### src/rtl/i2c_byte_sequencer.sv
// Byte-level I2C master sequencer: optional START, one byte write/read with ACK, optional STOP.
// Drives open-drain enables (1 = released, 0 = pull low) and times SCL from the system clock.
module i2c_byte_sequencer #(
  parameter int unsigned QTR_CNT = 390,
  parameter int unsigned CNT_W   = 10
) (
  input  logic       CLK,
  input  logic       RST_N,
  input  logic       cmd_valid,
  output logic       cmd_ready,
  input  logic       cmd_start,
  input  logic       cmd_stop,
  input  logic       cmd_read,
  input  logic       cmd_nack,
  input  logic [7:0] tx_data,
  output logic       rsp_valid,
  output logic [7:0] rx_data,
  output logic       ack_err,
  output logic       busy,
  input  logic       scl_i,
  input  logic       sda_i,
  output logic       scl_t,
  output logic       sda_t
);

  localparam int unsigned BYTE_W = 8;
  localparam int unsigned IDX_W  = 3;
  localparam int unsigned QTR_W  = 2;
  localparam logic [CNT_W-1:0] QTR_LAST   = CNT_W'(QTR_CNT - 1);
  // A released SCL reaches scl_s through the output flop and the 2-flop
  // synchronizer; a low level seen once the counter gets here is a stretch.
  localparam logic [CNT_W-1:0] SETTLE_CNT = CNT_W'(4);

  typedef enum logic [2:0] {
    S_IDLE,
    S_START,
    S_BIT,
    S_ACK,
    S_STOP,
    S_DONE
  } state_t;

  state_t state;
  state_t state_nxt;

  logic [CNT_W-1:0]  cnt;
  logic [QTR_W-1:0]  qtr;
  logic [IDX_W-1:0]  bit_idx;
  logic              stop_q;
  logic              read_q;
  logic              nack_q;
  logic [BYTE_W-1:0] tx_q;
  logic [BYTE_W-1:0] rx_shift;
  logic              ack_smp;
  logic              scl_s1;
  logic              scl_s;
  logic              sda_s1;
  logic              sda_s;

  logic scl_nxt;
  logic sda_nxt;
  logic ready_nxt;
  logic busy_nxt;
  logic rsp_nxt;

  logic accept;
  logic active;
  logic restart;
  logic qtr_end;
  logic phase_end;
  logic sample;

  assign accept    = cmd_valid & cmd_ready;
  assign active    = (state == S_START) || (state == S_BIT) ||
                     (state == S_ACK)   || (state == S_STOP);
  // While a slave holds SCL low in q2 the quarter restarts, so the full
  // high time is measured from the moment SCL is actually released.
  assign restart   = active && (qtr == QTR_W'(2)) && (cnt == SETTLE_CNT) && !scl_s;
  assign qtr_end   = active && (cnt == QTR_LAST) && !restart;
  assign phase_end = qtr_end && (qtr == QTR_W'(3));
  assign sample    = qtr_end && (qtr == QTR_W'(2));

  // Pad input synchronizers, idle-high
  always_ff @(posedge CLK or negedge RST_N) begin
    if (!RST_N) begin
      scl_s1 <= 1'b1;
      scl_s  <= 1'b1;
      sda_s1 <= 1'b1;
      sda_s  <= 1'b1;
    end else begin
      scl_s1 <= scl_i;
      scl_s  <= scl_s1;
      sda_s1 <= sda_i;
      sda_s  <= sda_s1;
    end
  end

  // FSM state register
  always_ff @(posedge CLK or negedge RST_N) begin
    if (!RST_N) begin
      state <= S_IDLE;
    end else begin
      state <= state_nxt;
    end
  end

  // FSM next-state
  always_comb begin
    state_nxt = state;
    case (state)
      S_IDLE: begin
        if (accept) begin
          state_nxt = cmd_start ? S_START : S_BIT;
        end
      end
      S_START: begin
        if (phase_end) begin
          state_nxt = S_BIT;
        end
      end
      S_BIT: begin
        if (phase_end && (bit_idx == IDX_W'(0))) begin
          state_nxt = S_ACK;
        end
      end
      S_ACK: begin
        if (phase_end) begin
          state_nxt = stop_q ? S_STOP : S_DONE;
        end
      end
      S_STOP: begin
        if (phase_end) begin
          state_nxt = S_DONE;
        end
      end
      S_DONE: begin
        state_nxt = S_IDLE;
      end
      default: begin
        state_nxt = S_IDLE;
      end
    endcase
  end

  // Output decode: next values of the registered bus and handshake outputs
  always_comb begin
    scl_nxt   = scl_t;
    sda_nxt   = sda_t;
    ready_nxt = 1'b0;
    busy_nxt  = 1'b1;
    rsp_nxt   = 1'b0;
    case (state)
      S_IDLE: begin
        ready_nxt = !accept;
        busy_nxt  = accept;
      end
      S_START: begin
        case (qtr)
          2'd0:    begin scl_nxt = 1'b0; sda_nxt = 1'b1; end
          2'd1:    begin scl_nxt = 1'b1; sda_nxt = 1'b1; end
          2'd2:    begin scl_nxt = 1'b1; sda_nxt = 1'b0; end
          default: begin scl_nxt = 1'b0; sda_nxt = 1'b0; end
        endcase
      end
      S_BIT: begin
        scl_nxt = qtr[1];
        sda_nxt = read_q ? 1'b1 : tx_q[bit_idx];
      end
      S_ACK: begin
        scl_nxt = qtr[1];
        sda_nxt = read_q ? nack_q : 1'b1;
      end
      S_STOP: begin
        case (qtr)
          2'd0:    begin scl_nxt = 1'b0; sda_nxt = 1'b0; end
          2'd1:    begin scl_nxt = 1'b1; sda_nxt = 1'b0; end
          default: begin scl_nxt = 1'b1; sda_nxt = 1'b1; end
        endcase
      end
      S_DONE: begin
        rsp_nxt = 1'b1;
        // Without STOP the bus stays owned: both lines held low.
        if (!stop_q) begin
          scl_nxt = 1'b0;
          sda_nxt = 1'b0;
        end
      end
      default: begin
        scl_nxt = 1'b1;
        sda_nxt = 1'b1;
      end
    endcase
  end

  // Registered outputs; reset releases both lines immediately
  always_ff @(posedge CLK or negedge RST_N) begin
    if (!RST_N) begin
      scl_t     <= 1'b1;
      sda_t     <= 1'b1;
      cmd_ready <= 1'b1;
      busy      <= 1'b0;
      rsp_valid <= 1'b0;
    end else begin
      scl_t     <= scl_nxt;
      sda_t     <= sda_nxt;
      cmd_ready <= ready_nxt;
      busy      <= busy_nxt;
      rsp_valid <= rsp_nxt;
    end
  end

  // Command latch, quarter/bit timing, SDA sampling and result registers
  always_ff @(posedge CLK or negedge RST_N) begin
    if (!RST_N) begin
      cnt      <= '0;
      qtr      <= '0;
      bit_idx  <= IDX_W'(BYTE_W - 1);
      stop_q   <= 1'b0;
      read_q   <= 1'b0;
      nack_q   <= 1'b0;
      tx_q     <= '0;
      rx_shift <= '0;
      ack_smp  <= 1'b0;
      rx_data  <= '0;
      ack_err  <= 1'b0;
    end else begin
      if (accept) begin
        stop_q <= cmd_stop;
        read_q <= cmd_read;
        nack_q <= cmd_nack;
        tx_q   <= tx_data;
      end

      if (!active) begin
        cnt     <= '0;
        qtr     <= '0;
        bit_idx <= IDX_W'(BYTE_W - 1);
      end else if (restart) begin
        cnt <= '0;
      end else if (cnt == QTR_LAST) begin
        cnt <= '0;
        qtr <= qtr + QTR_W'(1);
        if ((qtr == QTR_W'(3)) && (state == S_BIT)) begin
          bit_idx <= bit_idx - IDX_W'(1);
        end
      end else begin
        cnt <= cnt + CNT_W'(1);
      end

      if (sample && (state == S_BIT) && read_q) begin
        rx_shift <= {rx_shift[BYTE_W-2:0], sda_s};
      end
      if (sample && (state == S_ACK)) begin
        ack_smp <= sda_s;
      end

      if (state == S_DONE) begin
        if (read_q) begin
          rx_data <= rx_shift;
        end
        ack_err <= !read_q && ack_smp;
      end
    end
  end

endmodule

### config.mk
export PLATFORM = sky130hd
export DESIGN_NAME = i2c_byte_sequencer
export DESIGN_NICKNAME = d
export VERILOG_FILES = /design/src/rtl/i2c_byte_sequencer.sv
export SDC_FILE = /design/constraint.sdc
export NUM_CORES = 1
export LEC_CHECK = 0
export CORE_MARGIN = 4
export CORE_UTILIZATION = 55
export DETAILED_ROUTE_END_ITERATION = 8
export DONT_BUFFER_PORTS = 1
export GPL_TIMING_DRIVEN = 0
export MAX_ROUTING_LAYER = met4
export PLACE_DENSITY_LB_ADDON = 0.08
export SLEW_MARGIN = 40
export SYNTH_ARGS = -nofsm -noshare
export SYNTH_HDL_FRONTEND = slang
export SYNTH_SLANG_ARGS = --single-unit
### constraint.sdc
create_clock -name CLK -period 5.5 [get_ports CLK]
set_clock_uncertainty 0.1 [all_clocks]
set_input_delay 1.1 -clock CLK [delete_from_list [all_inputs] [get_ports CLK]]
set_output_delay 1.1 -clock CLK [all_outputs]
set_load 0.05 [all_outputs]
==> impl_metrics.csv <==
group,metric,value,unit
route,vias,1593,
synth,synth.distinct_cells,48,
synth,synth_top_family_by_area,"multiplexers",
timing,rsz0062_at_grt,"false",
min_path,hold_class,"reg -> reg",
setup_path,r2r_start,"state[0]$_DFFE_PN0P_",
synth,synth.area.mux_share,14.8,%
place,hpwl,3230,µm
pwr,irDropWorstVdd,0.197,mV
synth,syn-instance-count,217,
pwr,sequentialPowerShare,60.1,%
clock_network,clk_latency,310,ps
pwr,power_frac_clock,38.8,%
global_routing,grt_pass1_vias,1717,
synth,synth_nets,243,
pwr,switching_share,19.9,%
route,ant_nets,0,
synth,synth_compound_area_share,7.15,%
clock_network,cts_hold_buf,0,
cells_and_area,synthToLayoutAreaGrowth,6.86,%
clock_network,cts_buffer_depth,2,
clock_network,tritoncts,"done",
synth,yosysMostFrequentCell,"dfrtp_1",
synth,yosys_register_bits,56,
setup_path,required,4300,ps
synth,ys_async_sr_fraction,100,%
timing,setup_viol,0,
job,cap_violations,0,
timing,min_period,2220,ps
place,gp_congestion,0.842,
floorplan,io_pins,31,
global_routing,grt_use_met2,28.6,%
clock_network,post_cts_buffers,0,
setup_path,arrival,1020,ps
floorplan,initial_utilization,58.7,%
pwr,power.total,0.701,mW
cells_and_area,nNetsFinal,250,
global_routing,busiest_layer,"met2",
global_routing,grt_pass1_wl,7860,µm
clock_network,cts_sinks,56,
synth,netlist.area_leader.share,43.8,%
timing,final-hold-violation-count,0,
place,placed_cells,269,
synth,synth_area,2630,µm²
timing,worst_pin_slew,576,ps
floorplan,fp.coreArea,4470,µm²
clock_network,htree_levels,2,
clock_network,cts.repair.resized,0,
route,drc_errors,0,
route,dr.pass1.iters,4,
synth,synth-simple-area-share,14.1,%
synth,synth-adder-area-share,4.29,%
global_routing,grt_usage,16.8,%
timing,fin_crit_sh,40.4,%
setup_path,start_kind,"flip-flop",
global_routing,met1_usage,19.7,%
place,io_buffers,0,
setup_path,reg2reg_slack,3290,ps
cells_and_area,seq_area,1410,µm²
place,post-place-ws,3110,ps
route,wirelength,4400,µm
synth,synth_edf_count,0,
setup_path,critPathMaxFanout,2,
pwr,leakage,1.29,nW
timing,finalMaxSlewViolations,0,
floorplan,die-area,5940,µm²
timing,worst_slack,3280,ps
route,vias_per_cell,5.75,
setup_path,crit_path_end_kind,"output pin",
pwr,p_comb_share,1.1,%
synth,synthFlopType,"dfrtp_1",
floorplan,die_y,77.1,µm
synth,synth_xor_area_share,3.00,%
global_routing,grt_max_degree,57,
min_path,hold_start,"sda_s1$_DFF_PN1_",
floorplan,die_w,77.1,µm
timing,slew_headroom,61.6,%
cells_and_area,fin_cells,277,
clock_network,clkTransAtPathRegs,100,ps
synth,postSynthAreaPerCell,12.1,µm²
setup_path,crit_type,"reg -> out",
timing,hold-worst-slack,263,ps
setup_path,startpoint,"sda_t$_DFFE_PN1P_",
pwr,power_density,250,nW/µm²
run_status,status,"finished, final reports clean",
global_routing,grt-ovfl-total,0,
global_routing,grt_use_met3,4.92,%
cells_and_area,diodes,0,
route,routedWlPerCell,15.9,µm
pwr,p_sw,0.140,mW
cells_and_area,drive_above_1_share,25.3,%
floorplan,rows,24,
cells_and_area,fill_cells,343,
clock_network,cts-root-buf,"clkbuf_8",
synth,synthTopCellsByArea,"dfrtp_1 (44%), mux2_2 (12%), dfstp_2 (10%), ha_1 (4.3%), nor2_1 (2.9%)",
cells_and_area,multi_input_area,1140,µm²
synth,yosys.area.top_type,"dfrtp_1",
pwr,intPower,0.561,mW
global_routing,grt_antenna_before_repair,0,
synth,synth_common_cells,"dfrtp_1 (46), mux2_2 (28), nor2_1 (20)",
synth,seq_area_frac_synth,53.8,%
clock_network,cts_buffers,5,
timing,max_freq,0.450,GHz
timing,fin_setup_tns,0,ps
synth,yosysWarnings,0,
route,drt_iter0_markers,96,
cell usage in the layout (no fill, tap or decap), types with 5 or more instances in the layout:
cell type	count
xnor2_1	7
ha_1	9
clkbuf_8	5
mux2i_1	5
dfrtp_1	46
mux2_2	28
nand2_1	12
nor2_1	20
clkbuf_1	7
inv_1	11
nor3_1	5
dfstp_2	10
worst reg2reg max path, cell delays in order, from the launching register on:
cell	delay, ps
dfrtp_1	400
clkbuf_1	210
or3b_1	480
nor4_4	520
mux2_2	400
cells by family (layout without fill, tap and decap cells):
kind of cell | count (synthesis) | after routing
AO/OA/AOI/OAI | 25 | 25
XOR/XNOR | 9 | 9
adder cells (fa/ha/maj) | 9 | 9
buffers and inverters | 20 | 28
flip-flops | 56 | 56
multiplexers | 34 | 34
AND/OR/NAND/NOR | 64 | 64
power groups by stage:
stage / clock network [mW] / registers (mW) / logic (mW)
after global routing: 0.298 / 0.423 / 0.00794
after CTS: 0.280 / 0.422 / 0.00748
final: 0.272 / 0.422 / 0.00737
after global placement: 0 / 0.429 / 0.00702
after detailed placement: 0 / 0.429 / 0.00743
after floorplan: 0 / 0.428 / 0.00644
metrics by stage:
stage | util [%] | instance area [µm²]
2_1_floorplan | - | 2630
3_3_place_gp | 60.2 | 2690
3_5_place_dp | 60.2 | 2690
4_1_cts | 62.7 | 2810
5_1_grt | 62.7 | 2810
6_report | 62.7 | 2810
state kept, by name, indices dropped and copies added (netlist names), 2 cells and up:
| name | cells |
|---|---|
| cnt | 10 |
| rx_data | 8 |
| rx_shift | 8 |
| tx_q | 8 |
| bit_idx | 3 |
| state | 3 |
| qtr | 2 |
cell type report:
cell class,instances,area share [%]
clock inverter,3,1.65
clock buffer,5,2.45
multi-input combinational,141,40.5
buffer,9,1.25
inverter,11,1.47
tap,52,2.32
sequential,56,50.4
path summary, 6_finish.rpt:
check	endpoint	depth (start not counted)
setup reg to reg	rx_shift[3]$_DFFE_PN0P_	4
hold / removal	sda_s$_DFF_PN1_	0
max in group asynchronous	scl_s1$_DFF_PN1_	0
setup / recovery	sda_t	0
hold reg to reg	sda_s$_DFF_PN1_	0
min in group asynchronous	state[2]$_DFFE_PN0P_	0
metal layers:
metal	wire length, µm	vias to the layer above
met5	0	-
met1	1910	790
met3	230	5
li1	-	770
met2	2220	28
met4	44	0
No activity file was read; power rests on OpenSTA's default activity.
